===== config.mk =====
export PLATFORM = sky130hd
export DESIGN_NAME = ifetch_unit_flat
export DESIGN_NICKNAME = d
export VERILOG_FILES = /design/src/rtl/ifetch_unit_if.sv /design/src/rtl/ifetch_unit.sv /design/src/flat_wrapper.sv
export SDC_FILE = /design/constraint.sdc
export NUM_CORES = 1
export LEC_CHECK = 0
export BUFFER_PORTS_ARGS = -buffer_cell sky130_fd_sc_hd__buf_2
export CAP_MARGIN = 20
export CORE_ASPECT_RATIO = 2
export CORE_MARGIN = 5
export CORE_UTILIZATION = 45
export CTS_BUF_LIST = sky130_fd_sc_hd__clkbuf_2
export DETAILED_ROUTE_END_ITERATION = 7
export GPL_TIMING_DRIVEN = 0
export PLACE_DENSITY = 0.67
export SYNTH_ARGS = -nofsm -noshare
export SYNTH_HDL_FRONTEND = slang
export SYNTH_SLANG_ARGS = --single-unit

===== constraint.sdc =====
create_clock -name clk -period 2.45 [get_ports clk]
set_input_delay 0.245 -clock clk [delete_from_list [all_inputs] [get_ports clk]]
set_output_delay 0.245 -clock clk [all_outputs]
set_load 0.03 [all_outputs]

===== src/rtl/ifetch_unit_if.sv =====
// Instruction memory request/response bus for the fetch stage.
// Single outstanding request; response arrives one or more cycles later.
interface ifetch_unit_if #(
    parameter int DW = 32
);
    logic          req;
    logic [DW-1:0] addr;
    logic          rvalid;
    logic [DW-1:0] rdata;

    modport master (
        output req,
        output addr,
        input  rvalid,
        input  rdata
    );

    modport slave (
        input  req,
        input  addr,
        output rvalid,
        output rdata
    );
endinterface


===== src/rtl/ifetch_unit.sv =====
// Instruction fetch stage: PC generation, single-outstanding imem requests,
// one-entry skid buffer for decode stalls and flush on EX redirects.
module ifetch_unit #(
    parameter int            DW       = 32,
    parameter logic [DW-1:0] RESET_PC = '0,
    parameter logic [DW-1:0] NOP      = DW'(32'h0000_0013)
) (
    input  logic                 clk,
    input  logic                 rst_n,
    input  logic                 jump_en_i,
    input  logic [DW-1:0]        jump_addr_i,
    input  logic                 hold_i,
    ifetch_unit_if.master        imem,
    output logic [DW-1:0]        inst_o,
    output logic [DW-1:0]        inst_addr_o,
    output logic                 inst_valid_o
);

    typedef enum logic [1:0] {
        S_IDLE,
        S_WAIT,
        S_DROP,
        S_FULL
    } state_t;

    state_t        state_q, state_d;

    logic [DW-1:0] pc_q, pc_d;
    logic [DW-1:0] req_addr_q, req_addr_d;
    logic [DW-1:0] buf_inst_q, buf_inst_d;
    logic [DW-1:0] buf_addr_q, buf_addr_d;
    logic [DW-1:0] inst_q, inst_d;
    logic [DW-1:0] inst_addr_q, inst_addr_d;
    logic          inst_valid_q, inst_valid_d;

    logic          rsp;
    logic          req;
    logic          out_mem;
    logic          out_buf;
    logic          out_bub;
    logic          buf_load;

    assign rsp = imem.rvalid;

    // State register
    always_ff @(posedge clk or negedge rst_n) begin
        if (!rst_n) begin
            state_q <= S_IDLE;
        end else begin
            state_q <= state_d;
        end
    end

    // Next-state logic; a redirect overrides everything else
    always_comb begin
        state_d = state_q;
        if (jump_en_i) begin
            if ((state_q == S_WAIT || state_q == S_DROP) && !rsp) begin
                state_d = S_DROP;
            end else begin
                state_d = S_IDLE;
            end
        end else begin
            unique case (state_q)
                S_IDLE: begin
                    if (req) begin
                        state_d = S_WAIT;
                    end
                end
                S_WAIT: begin
                    if (rsp && hold_i) begin
                        state_d = S_FULL;
                    end
                end
                S_FULL: begin
                    if (!hold_i) begin
                        state_d = S_IDLE;
                    end
                end
                S_DROP: begin
                    if (rsp) begin
                        state_d = S_IDLE;
                    end
                end
                default: state_d = S_IDLE;
            endcase
        end
    end

    // Output/control decode; request is held low while in reset
    always_comb begin
        req      = 1'b0;
        out_mem  = 1'b0;
        out_buf  = 1'b0;
        buf_load = 1'b0;
        if (rst_n && !jump_en_i) begin
            unique case (state_q)
                S_IDLE: begin
                    req = !hold_i;
                end
                S_WAIT: begin
                    req      = rsp && !hold_i;
                    out_mem  = rsp && !hold_i;
                    buf_load = rsp && hold_i;
                end
                S_FULL: begin
                    out_buf = !hold_i;
                end
                S_DROP: begin
                    req = 1'b0;
                end
                default: req = 1'b0;
            endcase
        end
        out_bub = !jump_en_i && !hold_i && !out_mem && !out_buf;
    end

    assign imem.req  = req;
    assign imem.addr = pc_q;

    // Program counter and tag of the outstanding request
    always_comb begin
        pc_d       = pc_q;
        req_addr_d = req_addr_q;
        if (jump_en_i) begin
            pc_d = {jump_addr_i[DW-1:2], 2'b00};
        end else if (req) begin
            pc_d       = pc_q + DW'(4);
            req_addr_d = pc_q;
        end
    end

    // Skid buffer catches a response that lands while decode is stalled
    always_comb begin
        buf_inst_d = buf_inst_q;
        buf_addr_d = buf_addr_q;
        if (buf_load) begin
            buf_inst_d = imem.rdata;
            buf_addr_d = req_addr_q;
        end
    end

    // Output register select: flush, fresh response, buffer, or bubble
    always_comb begin
        inst_d       = inst_q;
        inst_addr_d  = inst_addr_q;
        inst_valid_d = inst_valid_q;
        unique case (1'b1)
            jump_en_i: begin
                inst_d       = NOP;
                inst_addr_d  = '0;
                inst_valid_d = 1'b0;
            end
            out_mem: begin
                inst_d       = imem.rdata;
                inst_addr_d  = req_addr_q;
                inst_valid_d = 1'b1;
            end
            out_buf: begin
                inst_d       = buf_inst_q;
                inst_addr_d  = buf_addr_q;
                inst_valid_d = 1'b1;
            end
            out_bub: begin
                inst_valid_d = 1'b0;
            end
            default: begin
                inst_valid_d = inst_valid_q;
            end
        endcase
    end

    // Datapath registers
    always_ff @(posedge clk or negedge rst_n) begin
        if (!rst_n) begin
            pc_q         <= RESET_PC;
            req_addr_q   <= RESET_PC;
            buf_inst_q   <= NOP;
            buf_addr_q   <= '0;
            inst_q       <= NOP;
            inst_addr_q  <= '0;
            inst_valid_q <= 1'b0;
        end else begin
            pc_q         <= pc_d;
            req_addr_q   <= req_addr_d;
            buf_inst_q   <= buf_inst_d;
            buf_addr_q   <= buf_addr_d;
            inst_q       <= inst_d;
            inst_addr_q  <= inst_addr_d;
            inst_valid_q <= inst_valid_d;
        end
    end

    assign inst_o       = inst_q;
    assign inst_addr_o  = inst_addr_q;
    assign inst_valid_o = inst_valid_q;

endmodule

===== src/flat_wrapper.sv =====
// flat-port wrapper written by rule: the top's interface ports become plain ports
module ifetch_unit_flat 
#(
    parameter int            DW       = 32,
    parameter logic [DW-1:0] RESET_PC = '0,
    parameter logic [DW-1:0] NOP      = DW'(32'h0000_0013)
)
  (clk, rst_n, jump_en_i, jump_addr_i, hold_i, inst_o, inst_addr_o, inst_valid_o, imem_req, imem_addr, imem_rvalid, imem_rdata);
  ifetch_unit_if #(.DW(DW)) imem_i ();
  input  logic clk;
  input  logic rst_n;
  input  logic jump_en_i;
  input  logic [DW-1:0] jump_addr_i;
  input  logic hold_i;
  output logic [DW-1:0] inst_o;
  output logic [DW-1:0] inst_addr_o;
  output logic inst_valid_o;
  output wire logic [$bits(imem_i.req)-1:0] imem_req;
  output wire logic [$bits(imem_i.addr)-1:0] imem_addr;
  input wire logic [$bits(imem_i.rvalid)-1:0] imem_rvalid;
  input wire logic [$bits(imem_i.rdata)-1:0] imem_rdata;
  assign imem_req = imem_i.req;
  assign imem_addr = imem_i.addr;
  assign imem_i.rvalid = imem_rvalid;
  assign imem_i.rdata = imem_rdata;
  ifetch_unit #(.DW(DW), .RESET_PC(RESET_PC), .NOP(NOP)) u_core (.clk(clk), .rst_n(rst_n), .jump_en_i(jump_en_i), .jump_addr_i(jump_addr_i), .hold_i(hold_i), .imem(imem_i), .inst_o(inst_o), .inst_addr_o(inst_addr_o), .inst_valid_o(inst_valid_o));
endmodule

Word-level counts from Yosys, hierarchy flattened --
Cells that the tools add are included.
Storage, ports and cells: flip-flop bits (word level) 195, input port bits 69, output and inout bits 98, logic and storage cells 58
Operators by class: add/subtract/negate cells 1, equal/unequal tests 7, muxes and demuxes 20, bitwise operators 1, reduce and logical (&&, ||, !) cells 21
Operator list (count):
- one-hot mux 32 bit (3 select lines) | 2
- 2-to-1 mux 32 bit | 2
- adder 32 x 3 -> 32 bit, second input constant | 1
- 2-to-1 mux 2 bit | 6
- != test 3 bit, second input constant | 4
- one-hot mux 2 bit (4 select lines) | 1
- logical AND 1 bit | 7
- 2-to-1 mux 1 bit | 7
- logical NOT 1 bit | 5
- equality test 2 bit, second input constant | 2
- one-hot mux 1 bit (2 select lines) | 2
- AND reduction 4 bit | 1
- nonzero test 2 bit | 2
- OR reduction 2 bit | 2
- nonzero test 3 bit | 1
- equality test 2 x 1 -> 1 bit, second input constant | 1
- logical NOT 2 bit | 1
- AND reduction 2 bit | 1
- logical OR 1 bit | 1
- inverter 1 bit | 1

Logic depth before layout (Yosys ltp) --
depth after elaboration 9, gate-level depth with buffers 9, gate-level depth less buffers 8

Least setup slack after synthesis --
Ideal clock, no wire load.
path kind flip-flop to flip-flop, start register u_core.pc_q[2] (netlist: u_core.imem.addr[2]), end register u_core.pc_q[30] (netlist: u_core.imem.addr[30]), setup time 131 ps, arrival 1974 ps, required time 2319 ps, slack 344 ps, cell stages (with the launch flop) 7, path buffers 0, period minus slack after synthesis 2106 ps, path through dfrtp_1 ha_1 nand3_2 nor4_4 nand3_2 nor2b_1 or3_1
On the way: longest elaborated chain between the ends 3
Ends and longest elaborated chain:
- start: declaration | RTL line ifetch_unit.sv:28 | logic [DW-1:0] pc_q, pc_d;
- start signal: assignment | RTL line ifetch_unit.sv:184 | pc_q <= pc_d;
- adder 32 x 3 -> 32 bit | RTL line ifetch_unit.sv:128 | pc_d = pc_q + DW'(4);
- 2-to-1 mux 32 bit | RTL line ifetch_unit.sv:127 | end else if (req) begin
- 2-to-1 mux 32 bit | RTL line ifetch_unit.sv:125 | if (jump_en_i) begin
Every way passes these cells. The select of a mux whose other input is x is not followed. A chain may end at the register's enable or synchronous reset.

Worst setup path in the final report --
start register u_core.state_q[0], end output port imem_req
On the way: longest elaborated chain between the ends 3, elaborated cells on any way between the ends 4, classes of those cells 1 x eq/ne; 2 x mux; 1 x reduce/logical
Ends and longest elaborated chain:
- start: declaration | RTL line ifetch_unit.sv:26 | state_t state_q, state_d;
- start signal: assignment | RTL line ifetch_unit.sv:50 | state_q <= state_d;
- equality test 2 x 1 -> 1 bit or logical NOT 2 bit (tied branches) | RTL line ifetch_unit.sv:97 | unique case (state_q)
- one-hot mux 1 bit (2 select lines) (*) | RTL line ifetch_unit.sv:97
- 2-to-1 mux 1 bit (*) | RTL line ifetch_unit.sv:96 | if (rst_n && !jump_en_i) begin
- end: declaration | RTL line flat_wrapper.sv:18 | output wire logic [$bits(imem_i.req)-1:0] imem_req;
Every way passes the cells marked *; elsewhere a longest branch is shown, timed or not.

==> flow_summary_export.csv <==
group,metric,value,unit
status,outcome,"finished with violations",
status,violations,"hold timing",
yosys,async_flop_share,1.00,
yosys,yosysTopAreaCellShare,0.555,
detailed_routing,vias_per_cell,5.47,
placement,dp_cells,1086,
layout,fin_nets,1041,
yosys,syn_area,0.00821,mm^2
die,fp.dieArea,0.0212,mm^2
clock_tree,cts.clk_slew.worst_paths,0.28,ns
timing,finalSetupViolations,0,
layout,stdcell_area,0.0104,mm^2
timing,min_period,2.34,ns
die,die_x,106,um
timing,fin_ws,0.115,ns
yosys,synth_top_area_cell,"dfrtp_1",
placement,portBuffers,162,
critical_path,worst-path-buf-inv,3,
yosys,ys_warn_count,0,
critical_path,worstSetupEndpointType,"output pin",
detailed_routing,first_pass_iters,5,
layout,areaGrowthSynthToFinish,27.1,%
global_route,grt_pass1_wl,35600,um
yosys,synth_ff_type,"dfrtp_1",
layout,final_common_cell,"dfrtp_1",
clock_tree,clock_sinks,188,
detailed_routing,num_vias,6538,
layout,final_cell_mix,"dfrtp_1 (181), buf_2 (176), nand2_1 (119)",
detailed_routing,drc,0,
detailed_routing,ant_nets,0,
timing,fin_hold_ws,-0.662,ns
power,peakVddDrop,0.000416,V
yosys,synth_edf_count,0,
die,io_pins,167,
die,initial_utilization,0.453,
critical_path,crit_slowest_cell,"dfrtp_2",
global_route,first_global_vias,6862,
power,swShare,0.332,
timing,period_share,0.953,
yosys,syn_inst,706,
critical_path,reg2reg_to,"u_core.req_addr_q[16]",
critical_path,crit_path_max_fanout,3,
critical_path,crit-reg2reg-launch,"u_core.state_q[0]",
global_route,grt_overflow,0,
critical_path,cp_data_required_time,2.20,ns
power,p_comb_frac,0.243,
timing,hold_violations,182,
critical_path,slowest_delay,0.48,ns
critical_path,crit_chain,"buf_6, ha_4, a31oi_4, nand2b_4, inv_8, buf_8",
yosys,ys_types,49,
yosys,syn_area_per_cell,11.6,um^2
critical_path,cp_top_family,"flip-flops",
yosys,synth.area.top_cells,"dfrtp_1 (55%), mux2_2 (8.6%), a22o_1 (6.4%)",
placement,place.gp.congestion,0.892,
critical_path,rrSetupSlack,0.15,ns
layout,finalNonFillerCells,1195,
critical_path,critPathLaunchType,"flip-flop",
power,p_leak,5.76,nW
power,pwr-share-clk,0.208,
yosys,ys_seq_area_frac,0.574,
global_route,grt_max_degree,100,
clock_tree,cts_tree,"done",
placement,pre_cts_slack,-0.942,ns
timing,max_slew_margin,0.528,
flow_run,cap_violations,0,
timing,tightest_slew,0.705,ns
critical_path,rr_worst_depth,9,
layout,fill_cells,1558,
detailed_routing,drt_iter0_markers,261,
power,p_switching,2.69,mW
global_route,track_usage,0.213,
detailed_routing,drt_wl_total,22100,um
placement,dp_hpwl,15800,um
timing,max_freq,428,MHz
clock_tree,h-tree-depth,4,
power,intPower,5.40,mW
clock_tree,clk_latency,0.79,ns
power,power.density,775,mW/mm^2
timing,drv_slew,0,
clock_tree,cts-root-buf,"clkbuf_2",
critical_path,crit_type,"reg -> out",
timing,clock_skew,0.0495,ns
yosys,ys_seq_elements,188,
die,dieHeight,201,um
detailed_routing,wl_per_cell,18.5,um
clock_tree,postCtsHoldBufs,66,
power,pwr-share-seq,0.549,
clock_tree,numCtsBuffers,17,
global_route,antenna_found_initial,1,
clock_tree,clock_path_buffers,2,
die,core-area,0.0181,mm^2
layout,drive_gt1_frac,0.322,
hold_path,hp-class,"in -> async",
die,rows,70,
placement,place_area,0.00934,mm^2
critical_path,arrival,2.09,ns
-- cell type report --
type	count	area [um^2]	area share
inverters	7	33.8	0.00324
multi-input cells	465	3320	0.318
clock inverters	15	179	0.0171
diodes	1	2.50	0.000240
flip-flops and latches	188	4710	0.451
well taps	216	270	0.0259
repair buffers	241	1620	0.156
clock buffers	17	85.1	0.00815
plain buffers	45	211	0.0203
-- power by group through the flow --
stage	combinational, mW	clock [mW]	sequential [mW]
finish	1.97	1.68	4.44
global route	2.18	1.85	4.55
CTS	1.95	1.74	4.44
detailed placement	1.68	0	4.51
global placement	1.62	0	4.47
floorplan	1.01	0	4.57
-- synthesized netlist by cell type, drive strengths merged (5+ instances only) --
library cell,number
nand3,20
dfrtp,182
o311ai,5
and3,10
o21ai,20
nor2,15
a221o,6
mux2,63
inv,7
o211ai,10
or3,8
a22oi,5
nand4,16
dfstp,6
nand2,119
ha,7
mux2i,5
a22o,60
clkbuf,23
buf,24
a21o,61
-- worst max path at each step --
| stage | slack, ns | to | from | cells after the start |
|---|---|---|---|---|
| after floorplan | 0.34 | u_core.imem.addr[30] | u_core.imem.addr[2] | 6 |
| after global placement | -3.22 | imem_req | rst_n | 7 |
| after detailed placement | -0.94 | imem_req | rst_n | 8 |
| after CTS | -0.08 | imem_req | u_core.state_q[0] | 7 |
| after global routing | -0.009 | imem_req | u_core.state_q[0] | 6 |
| final | 0.11 | imem_req | u_core.state_q[0] | 6 |
-- stage by stage --
step           hold slack, ns  total power, mW   TNS, ns   util
3_3_place_gp            0.451             6.09   -867.79  0.513
6_report               -0.662             8.09         0  0.576
5_1_grt                -0.692             8.59  -0.00873  0.576
3_5_place_dp            0.322             6.19    -60.38  0.515
4_1_cts                -0.669             8.13   -0.0752  0.575
2_1_floorplan         -0.0506             5.58         0      -
-- per-layer routing --
layer	GRT usage	vias up	part of all wire
li1	-	3065	-
met5	0	-	0
met1	0.241	3211	0.37
met2	0.382	212	0.54
met3	0.0409	50	0.050
met4	0.0996	0	0.040
-- logic make-up after synthesis --
group	after synthesis	share of synthesized area
and+or+nand+nor	209	0.122
DFF	188	0.574
AOI/OAI and AO/OA	174	0.165
muxes	68	0.0925
buffers and inverters	54	0.0303
adders and majority gates	7	0.0107
xor gates and xnor gates	5	0.00533
other	1	0.000457
-- flip-flops by register name (all words and copies together) (netlist names) --
name,count
u_core.buf_addr_q,30
u_core.buf_inst_q,32
u_core.imem.addr,30
u_core.inst_addr_o,31
u_core.inst_o,32
u_core.inst_valid_o,1
u_core.req_addr_q,30
u_core.state_q,2
-- what timing repair did --
action | in CTS | in global routing
hold endpoints to repair | 280 | 182
pin swaps | 1 | 1
setup buffers | 9 | 3
resized for setup | 24 | 3
setup endpoints to repair | 32 | 5
Note: power is estimated with default switching activity, not from simulation.
